## config.mk

```make
export PLATFORM = sky130hd
export DESIGN_NAME = one_of_n_plus_3_dispatch_flat
export DESIGN_NICKNAME = d
export VERILOG_FILES = /design/src/rtl/one_of_n_plus_3_dispatch_pkg.sv /design/src/rtl/one_of_n_plus_3_dispatch_if.sv /design/src/rtl/one_of_n_plus_3_dispatch_slot.sv /design/src/rtl/one_of_n_plus_3_dispatch.sv /design/src/flat_wrapper.sv
export SDC_FILE = /design/constraint.sdc
export NUM_CORES = 1
export LEC_CHECK = 0
export BUFFER_PORTS_ARGS = -buffer_cell sky130_fd_sc_hd__buf_2
export CAP_MARGIN = 25
export CORE_MARGIN = 4
export CORE_UTILIZATION = 50
export CTS_CLUSTER_DIAMETER = 120
export DETAILED_ROUTE_END_ITERATION = 10
export PLACE_DENSITY = 0.79
export SLEW_MARGIN = 15
export SYNTH_ARGS = -nofsm -noshare
export SYNTH_HDL_FRONTEND = slang
export SYNTH_SLANG_ARGS = --single-unit
```

## constraint.sdc

```tcl
create_clock -name clk -period 2.06 [get_ports clk]
set_input_delay 0.103 -clock clk [delete_from_list [all_inputs] [get_ports clk]]
set_output_delay 0.103 -clock clk [all_outputs]
set_load 0.02 [all_outputs]
```

## src/rtl/one_of_n_plus_3_dispatch_pkg.sv

```systemverilog
// Shared constants and helpers for the 1-to-6 stream dispatcher.
package one_of_n_plus_3_dispatch_pkg;

  localparam int unsigned NUM_OUT = 6;
  localparam int unsigned SEL_W   = 3;

  localparam logic [SEL_W-1:0] SEL_NULL_6 = 3'd6;
  localparam logic [SEL_W-1:0] SEL_NULL_7 = 3'd7;

  // True when the select code addresses a discard destination.
  function automatic logic is_null_sel(input logic [SEL_W-1:0] sel);
    return (sel == SEL_NULL_6) || (sel == SEL_NULL_7);
  endfunction

endpackage

```

## src/rtl/one_of_n_plus_3_dispatch_if.sv

```systemverilog
// Input stream, six output channels and drop counter of the dispatcher.
interface one_of_n_plus_3_dispatch_if #(
  parameter int unsigned WIDTH      = 8,
  parameter int unsigned DROP_CNT_W = 16
);
  import one_of_n_plus_3_dispatch_pkg::*;

  logic [WIDTH-1:0]      in_data;
  logic [SEL_W-1:0]      in_sel;
  logic                  in_val;
  logic                  in_rdy;
  logic [WIDTH-1:0]      out0_data;
  logic [WIDTH-1:0]      out1_data;
  logic [WIDTH-1:0]      out2_data;
  logic [WIDTH-1:0]      out3_data;
  logic [WIDTH-1:0]      out4_data;
  logic [WIDTH-1:0]      out5_data;
  logic [NUM_OUT-1:0]    out_val;
  logic [NUM_OUT-1:0]    out_rdy;
  logic [DROP_CNT_W-1:0] drop_cnt;

  // Producer and consumers side.
  modport master (
    output in_data, in_sel, in_val, out_rdy,
    input  in_rdy, out0_data, out1_data, out2_data, out3_data, out4_data,
           out5_data, out_val, drop_cnt
  );

  // Dispatcher side.
  modport slave (
    input  in_data, in_sel, in_val, out_rdy,
    output in_rdy, out0_data, out1_data, out2_data, out3_data, out4_data,
           out5_data, out_val, drop_cnt
  );

endinterface

```

## src/rtl/one_of_n_plus_3_dispatch_slot.sv

```systemverilog
// One-entry holding register with valid/ready handshake for one channel.
module dispatch_slot #(
  parameter int unsigned WIDTH = 8
) (
  input  logic             clk,
  input  logic             rst_n,
  input  logic             load,
  input  logic [WIDTH-1:0] load_data,
  input  logic             deq_rdy,
  output logic [WIDTH-1:0] data,
  output logic             val,
  output logic             can_load
);

  // Empty, or being emptied this cycle, so a new word may land.
  assign can_load = !val || deq_rdy;

  // Load wins over dequeue; data is kept after dequeue.
  always_ff @(posedge clk) begin
    if (!rst_n) begin
      val  <= 1'b0;
      data <= '0;
    end else if (load) begin
      val  <= 1'b1;
      data <= load_data;
    end else if (val && deq_rdy) begin
      val  <= 1'b0;
    end
  end

endmodule

```

## src/rtl/one_of_n_plus_3_dispatch.sv

```systemverilog
// Registered 1-to-6 dispatcher; select codes 6/7 discard and count the word.
module one_of_n_plus_3_dispatch #(
  parameter int unsigned WIDTH      = 8,
  parameter int unsigned DROP_CNT_W = 16
) (
  input logic                        clk,
  input logic                        rst_n,
  one_of_n_plus_3_dispatch_if.slave  bus
);
  import one_of_n_plus_3_dispatch_pkg::*;

  logic [NUM_OUT-1:0]    load;
  logic [NUM_OUT-1:0]    can_load;
  logic [NUM_OUT-1:0]    slot_val;
  logic [WIDTH-1:0]      slot_data [NUM_OUT];
  logic                  rdy;
  logic                  sel_null;
  logic                  accept;
  logic [DROP_CNT_W-1:0] drop_cnt_q;

  // Select decode, ready mux over the addressed slot, per-slot load strobes.
  always_comb begin
    rdy      = 1'b1;
    load     = '0;
    sel_null = is_null_sel(bus.in_sel);
    for (int unsigned k = 0; k < NUM_OUT; k++) begin
      if (bus.in_sel == SEL_W'(k)) rdy = can_load[k];
    end
    accept = bus.in_val && rdy;
    for (int unsigned k = 0; k < NUM_OUT; k++) begin
      load[k] = accept && (bus.in_sel == SEL_W'(k));
    end
  end

  for (genvar k = 0; k < NUM_OUT; k++) begin : g_slot
    dispatch_slot #(.WIDTH(WIDTH)) u_slot (
      .clk       (clk),
      .rst_n     (rst_n),
      .load      (load[k]),
      .load_data (bus.in_data),
      .deq_rdy   (bus.out_rdy[k]),
      .data      (slot_data[k]),
      .val       (slot_val[k]),
      .can_load  (can_load[k])
    );
  end

  // Saturating count of words sent to null destinations.
  always_ff @(posedge clk) begin
    if (!rst_n) begin
      drop_cnt_q <= '0;
    end else if (accept && sel_null && (drop_cnt_q != '1)) begin
      drop_cnt_q <= drop_cnt_q + DROP_CNT_W'(1);
    end
  end

  assign bus.in_rdy    = rdy;
  assign bus.out_val   = slot_val;
  assign bus.out0_data = slot_data[0];
  assign bus.out1_data = slot_data[1];
  assign bus.out2_data = slot_data[2];
  assign bus.out3_data = slot_data[3];
  assign bus.out4_data = slot_data[4];
  assign bus.out5_data = slot_data[5];
  assign bus.drop_cnt  = drop_cnt_q;

endmodule

```

## src/flat_wrapper.sv

```systemverilog
// flat-port wrapper written by rule: the top's interface ports become plain ports
module one_of_n_plus_3_dispatch_flat import one_of_n_plus_3_dispatch_pkg::*;
#(
  parameter int unsigned WIDTH      = 8,
  parameter int unsigned DROP_CNT_W = 16
)
  (clk, rst_n, bus_in_data, bus_in_sel, bus_in_val, bus_out_rdy, bus_in_rdy, bus_out0_data, bus_out1_data, bus_out2_data, bus_out3_data, bus_out4_data, bus_out5_data, bus_out_val, bus_drop_cnt);
  one_of_n_plus_3_dispatch_if #(.WIDTH(WIDTH), .DROP_CNT_W(DROP_CNT_W)) bus_i ();
  input logic clk;
  input logic rst_n;
  input wire logic [$bits(bus_i.in_data)-1:0] bus_in_data;
  input wire logic [$bits(bus_i.in_sel)-1:0] bus_in_sel;
  input wire logic [$bits(bus_i.in_val)-1:0] bus_in_val;
  input wire logic [$bits(bus_i.out_rdy)-1:0] bus_out_rdy;
  output wire logic [$bits(bus_i.in_rdy)-1:0] bus_in_rdy;
  output wire logic [$bits(bus_i.out0_data)-1:0] bus_out0_data;
  output wire logic [$bits(bus_i.out1_data)-1:0] bus_out1_data;
  output wire logic [$bits(bus_i.out2_data)-1:0] bus_out2_data;
  output wire logic [$bits(bus_i.out3_data)-1:0] bus_out3_data;
  output wire logic [$bits(bus_i.out4_data)-1:0] bus_out4_data;
  output wire logic [$bits(bus_i.out5_data)-1:0] bus_out5_data;
  output wire logic [$bits(bus_i.out_val)-1:0] bus_out_val;
  output wire logic [$bits(bus_i.drop_cnt)-1:0] bus_drop_cnt;
  assign bus_i.in_data = bus_in_data;
  assign bus_i.in_sel = bus_in_sel;
  assign bus_i.in_val = bus_in_val;
  assign bus_i.out_rdy = bus_out_rdy;
  assign bus_in_rdy = bus_i.in_rdy;
  assign bus_out0_data = bus_i.out0_data;
  assign bus_out1_data = bus_i.out1_data;
  assign bus_out2_data = bus_i.out2_data;
  assign bus_out3_data = bus_i.out3_data;
  assign bus_out4_data = bus_i.out4_data;
  assign bus_out5_data = bus_i.out5_data;
  assign bus_out_val = bus_i.out_val;
  assign bus_drop_cnt = bus_i.drop_cnt;
  one_of_n_plus_3_dispatch #(.WIDTH(WIDTH), .DROP_CNT_W(DROP_CNT_W)) u_core (.clk(clk), .rst_n(rst_n), .bus(bus_i));
endmodule
```

======== Word level (Yosys, flattened, before mapping) ========
Cells that the tools add are included.
cells by class
  add/sub/neg operators ................... 1
  mux-type cells .......................... 18
  reduce and logical (&&, ||, !) cells .... 35
  equality and inequality tests ........... 8
operator list
  operator               count
  $mux 1                 18
  $add 16x1->16 const B  1
  $ne 16x16->1 const B   1
  $logic_and 1x1->1      15
  $eq 3x3->1 const B     4
  $reduce_bool 2->1      6
  $logic_or 1x1->1       7
  $eq 3x2->1 const B     2
  $logic_not 1->1        6
  $eq 3x1->1 const B     1
  $logic_not 3->1        1
word-level totals
  word-level logic and storage cells ...... 75
  input bits .............................. 20
  output and inout bits ................... 71
  bits in registers ....................... 70

======== Depth between registers and ports, before layout ========
  depth in word-level cells ............... 11
  depth in mapped cells ................... 7
  gate-level depth less buffers ........... 5

======== Cells and area by module ========
From an unflattened synthesis, not the netlist that was laid out.
unflattened totals
  cells, all modules ...................... 298
  area, all modules ....................... 3091.7 µm²
by module, submodules not included
  module                    instances  sequential area each (µm²)  area an instance (µm²)  cells each
  dispatch_slot             6          180.2                       339.1                   29
  one_of_n_plus_3_dispatch  1          320.3                       1057.3                  124

======== Least setup slack after synthesis ========
No wires, ideal clock.
  kind .................................... register to register
  from .................................... register u_core.drop_cnt_q[7], in the netlist u_core.bus.drop_cnt[7]
  to ...................................... register u_core.drop_cnt_q[14], in the netlist u_core.bus.drop_cnt[14]
  buffers on the path ..................... 0
  stages on the path, launching flop included .. 5
  period minus slack after synthesis ...... 1.765 ns
  setup time .............................. 0.070 ns
  required time ........................... 1.990 ns
  arrival ................................. 1.695 ns
  slack ................................... 0.295 ns
  cells stage by stage .................... dfxtp_1 -> nand4_4 -> or3_4 -> or4_1 -> a21oi_1
between the ends
  word-level cells in the longest chain between the ends .. 2
  elaborated cells between the ends (all ways) .. 3
  classes of those cells .................. 1 x add/sub; 1 x eq/ne; 1 x reduce/logical
RTL lines
  what                                                                   RTL line                        text
  from (decl)                                                            one_of_n_plus_3_dispatch.sv:19  logic [DROP_CNT_W-1:0] drop_cnt_q;
  from (signal assigned)                                                 one_of_n_plus_3_dispatch.sv:53  drop_cnt_q <= drop_cnt_q + DROP_CNT_W'(1);
  parallel branches: the longest is 2 deep, another holds $add 16x1->16  n/a
Several ways; the timed one is not identified.
A chain may end at the register's enable or synchronous reset.

======== Worst setup path in the final report ========
  from .................................... register u_core.drop_cnt_q[0], in the netlist u_core.bus.drop_cnt[0]
  to ...................................... register u_core.drop_cnt_q[8], in the netlist u_core.bus.drop_cnt[8]
Same word-level chain as after synthesis.

==> impl_metrics.ini <==
[power_and_ir_drop]
power_switching_mw = 0.692
power.internal_mw = 2.15
power_total_mw = 2.84
flop_pwr_share = 0.490
ir_drop_mv = 0.540
pwr_density_nw_per_um2 = 787
leakage_dissipation_nw = 1.77
power.combinational.fraction = 0.070
pwr-share-clk = 0.440
sw_frac_of_total = 0.244

[min_path]
hold_path_class = primary input to flop
min_to = u_core.bus.drop_cnt[12]
min_from = rst_n
holdPathStages = 2

[yosys]
synth-edff-count = 0
synth_area_um2 = 2870
netlist.top_cell.by_area = dfxtp_1
synthTopCellsByCount = 70 x dfxtp_1, 54 x nor2_1, 49 x mux2i_1
synth-seq-cells = 70
synth.yosys.seq_area_share = 0.488
number_of_distinct_library_cell_variants_in_the_gate_level_netlist_after_synthesis = 41
postSynthCellCount = 296
number_of_warnings_issued_by_yosys = 0
synthFlopType = dfxtp_1
synthesis.area_per_instance_um2 = 9.70
dominant_cell_by_count_in_the_synthesized_netlist = dfxtp_1
post_synth_main_area_contributors = dfxtp_1 49%, mux2i_1 17%, nor2_1 7.1%
asyncSetResetFlopFracSynth = 0
synth_top_area_share = 0.488
syn_nets = 317

[sta]
clock-skew-final_ns = 0.0106
max_slew.worst_pin.slew_ns = 0.654
final-hold-violation-count = 0
clock.fmax_mhz = 534
timing.final.crit_period_ns = 1.87
report.final.slew_viol_count = 0
timing.max_slew.rel_slack = 0.564
fin_tns_setup_ns = 0
rsz_0062_raised_after_global_routing = false
finalSetupViolations = 0
layout_worst_path_cycle_share = 0.908

[global_routing]
wire_length_of_the_first_global_routing_pass_um = 11700
grt_antenna_before_repair = 0
overall_overflow_remaining_after_global_route = 0
grtUsageTotal = 0.206
pin_count_of_the_biggest_net_entering_global_routing = 44
grt_pass1_vias = 2329

[routing]
top_layer_used = met4
drc_errors = 0
wl_met1_um = 3130
drt-initial-drc-count = 147
detailroute.via_count = 2442
dr_wl_met2_um = 3300
wl_met3_um = 422
average_via_count_per_standard_cell = 5.33
drt-total-wl_um = 6990
route.antenna.remaining_nets = 0
route.detailed.wl_per_inst_um = 15.3
drtPass1Iterations = 4

[clock_network]
tritoncts = yes
cts_made_buffers = 9
worst_skew_pair.late_latency_ns = 0.34
post_cts_hold_buffer_count = 0
clk_slew_on_worst_s_h_paths_ns = 0.07
clockRootBuffer = clkbuf_8
clock_sinks = 70
cts_max_path_buffers = 2
clock_tree.htree_level_count = 3

[worst_setup_path]
timing.reg2reg.setup_slack_ns = 0.19
arrival_ns = 2.13
cp_num_cells = 5
slowest_stage = or4_1
timing.rr.end = u_core.bus.drop_cnt[8]
cell_depth_of_the_worst_flop_to_flop_path = 5
largest_incremental_delay_on_the_critical_path_ns = 0.55
timing.critical_path.to_type = flop
critical_path_buf_inv_count = 0
criticalPathCategory = flop to flop
path_cells = ha_1 > and3_1 > nand3_1 > or4_1 > a21oi_1
start_kind = flop
cp_max_fo = 8
timing.critical_path.required_ns = 2.32
r2r_start = u_core.bus.drop_cnt[0]
worst_path_dominant_cell_family = simple AND/OR/NAND/NOR gates

[floorplanning]
placement_rows = 27
core_region_area_um2 = 5540
chipHeight_um = 83.8
die_area_um2 = 7020
die_width_um = 83.8
io-pin-count = 91
initial_utilization = 0.518

[placement]
dp_hpwl_um = 4960
finalWeightedCongestion = 0.850
io_buffer_count = 90

[final_layout]
antennaDiodeCount = 0
finish.net_count = 402
post_route_cells_drive_above_1_share = 0.326
area.growth.synth_to_final_pct = 25.5

[status]
run_status = finished clean

[job]
maxCapViolations = 0
[timing repair]
action | in CTS | in global routing
resized for setup | 0 | 1
setup buffers | 0 | 0
endpoints found under the setup margin | 0 | 7
endpoints found under the hold margin | 0 | 0
[power groups by stage]
stage / combinational [mW] / sequential (mW) / clock [mW]
2_1_floorplan: 0.0952 / 1.45 / 0
3_3_place_gp: 0.195 / 1.42 / 0
3_5_place_dp: 0.199 / 1.42 / 0
4_1_cts: 0.200 / 1.39 / 1.27
5_1_grt: 0.216 / 1.39 / 1.33
6_report: 0.199 / 1.39 / 1.25
[worst reg2reg max path, stage by stage, from the launching register on]
cell	delay [ns]
dfxtp_1	0.41
ha_1	0.24
and3_1	0.20
nand3_1	0.23
or4_1	0.55
a21oi_1	0.17
[how the worst max path moves through the flow]
stage                                      from                 endpoint
floorplan                u_core.bus.drop_cnt[7]  u_core.bus.drop_cnt[14]
global placement         u_core.bus.drop_cnt[0]  u_core.bus.drop_cnt[11]
detailed placement       u_core.bus.drop_cnt[0]  u_core.bus.drop_cnt[11]
CTS                      u_core.bus.drop_cnt[0]  u_core.bus.drop_cnt[11]
global route        u_core.g_slot[2].u_slot.val               bus_in_rdy
finish                   u_core.bus.drop_cnt[0]   u_core.bus.drop_cnt[8]
[per-stage QoR]
step / setup slack, ns / hold slack, ns / instance area [µm²] / cells / utilization
3_3_place_gp: 0.251 / 0.412 / 3370 / 442 / 0.608
2_1_floorplan: 0.295 / 0.247 / 2870 / 296 / -
3_5_place_dp: 0.146 / 0.418 / 3370 / 442 / 0.608
6_report: 0.189 / 0.0664 / 3600 / 458 / 0.650
5_1_grt: 0.0587 / 0.0675 / 3600 / 458 / 0.650
4_1_cts: 0.128 / 0.0532 / 3590 / 458 / 0.649
[registers in the layout, summed over array words and instances (netlist names)]
name                       cells
u_core.bus.drop_cnt           16
u_core.g_slot.u_slot.val       6
u_core.g_slot.u_slot.data     48
[kinds of logic (layout without fill, tap and decap cells)]
group / count (synthesis) / in the layout / share of synthesized area
and+or+nand+nor: 109 / 109 / 0.200
DFF: 70 / 70 / 0.488
muxes: 50 / 50 / 0.175
AOI/OAI and AO/OA: 37 / 37 / 0.0819
buffers and inverters: 29 / 119 / 0.0505
adders and majority gates: 1 / 1 / 0.00436
[layout make-up]
cell class	instances	area [µm²]
Clock buffer	9	124
Clock inverter	7	104
Fill cell	486	1940
Inverter	6	22.5
Multi-Input combinational cell	197	1350
Sequential cell	70	1400
Tap cell	72	90.1
Timing Repair Buffer	97	515
[routing by layer]
layer / track usage / vias to the layer above
li1: - / 1215
met1: 0.269 / 1147
met2: 0.320 / 67
met3: 0.0543 / 13
met4: 0.0892 / 0
met5: 0 / -
[cells in the final DEF (no fill, tap or decap), types with 2 or more instances in the layout]
master	n
buf_4	6
nor2_1	54
bufinv_16	2
o31ai_1	9
nand2b_1	5
nand4_1	5
a21oi_1	17
clkinv_4	3
clkbuf_8	9
nand3_1	7
nand2_1	5
o41ai_1	2
inv_1	5
o311ai_0	2
inv_6	2
or4_1	8
and3_1	2
nor3_1	2
nor2b_1	4
o21ai_0	4
nand4b_1	2
dfxtp_1	70
nand3b_1	2
mux2i_1	49
buf_2	90
(Power assumes the default switching activity.)
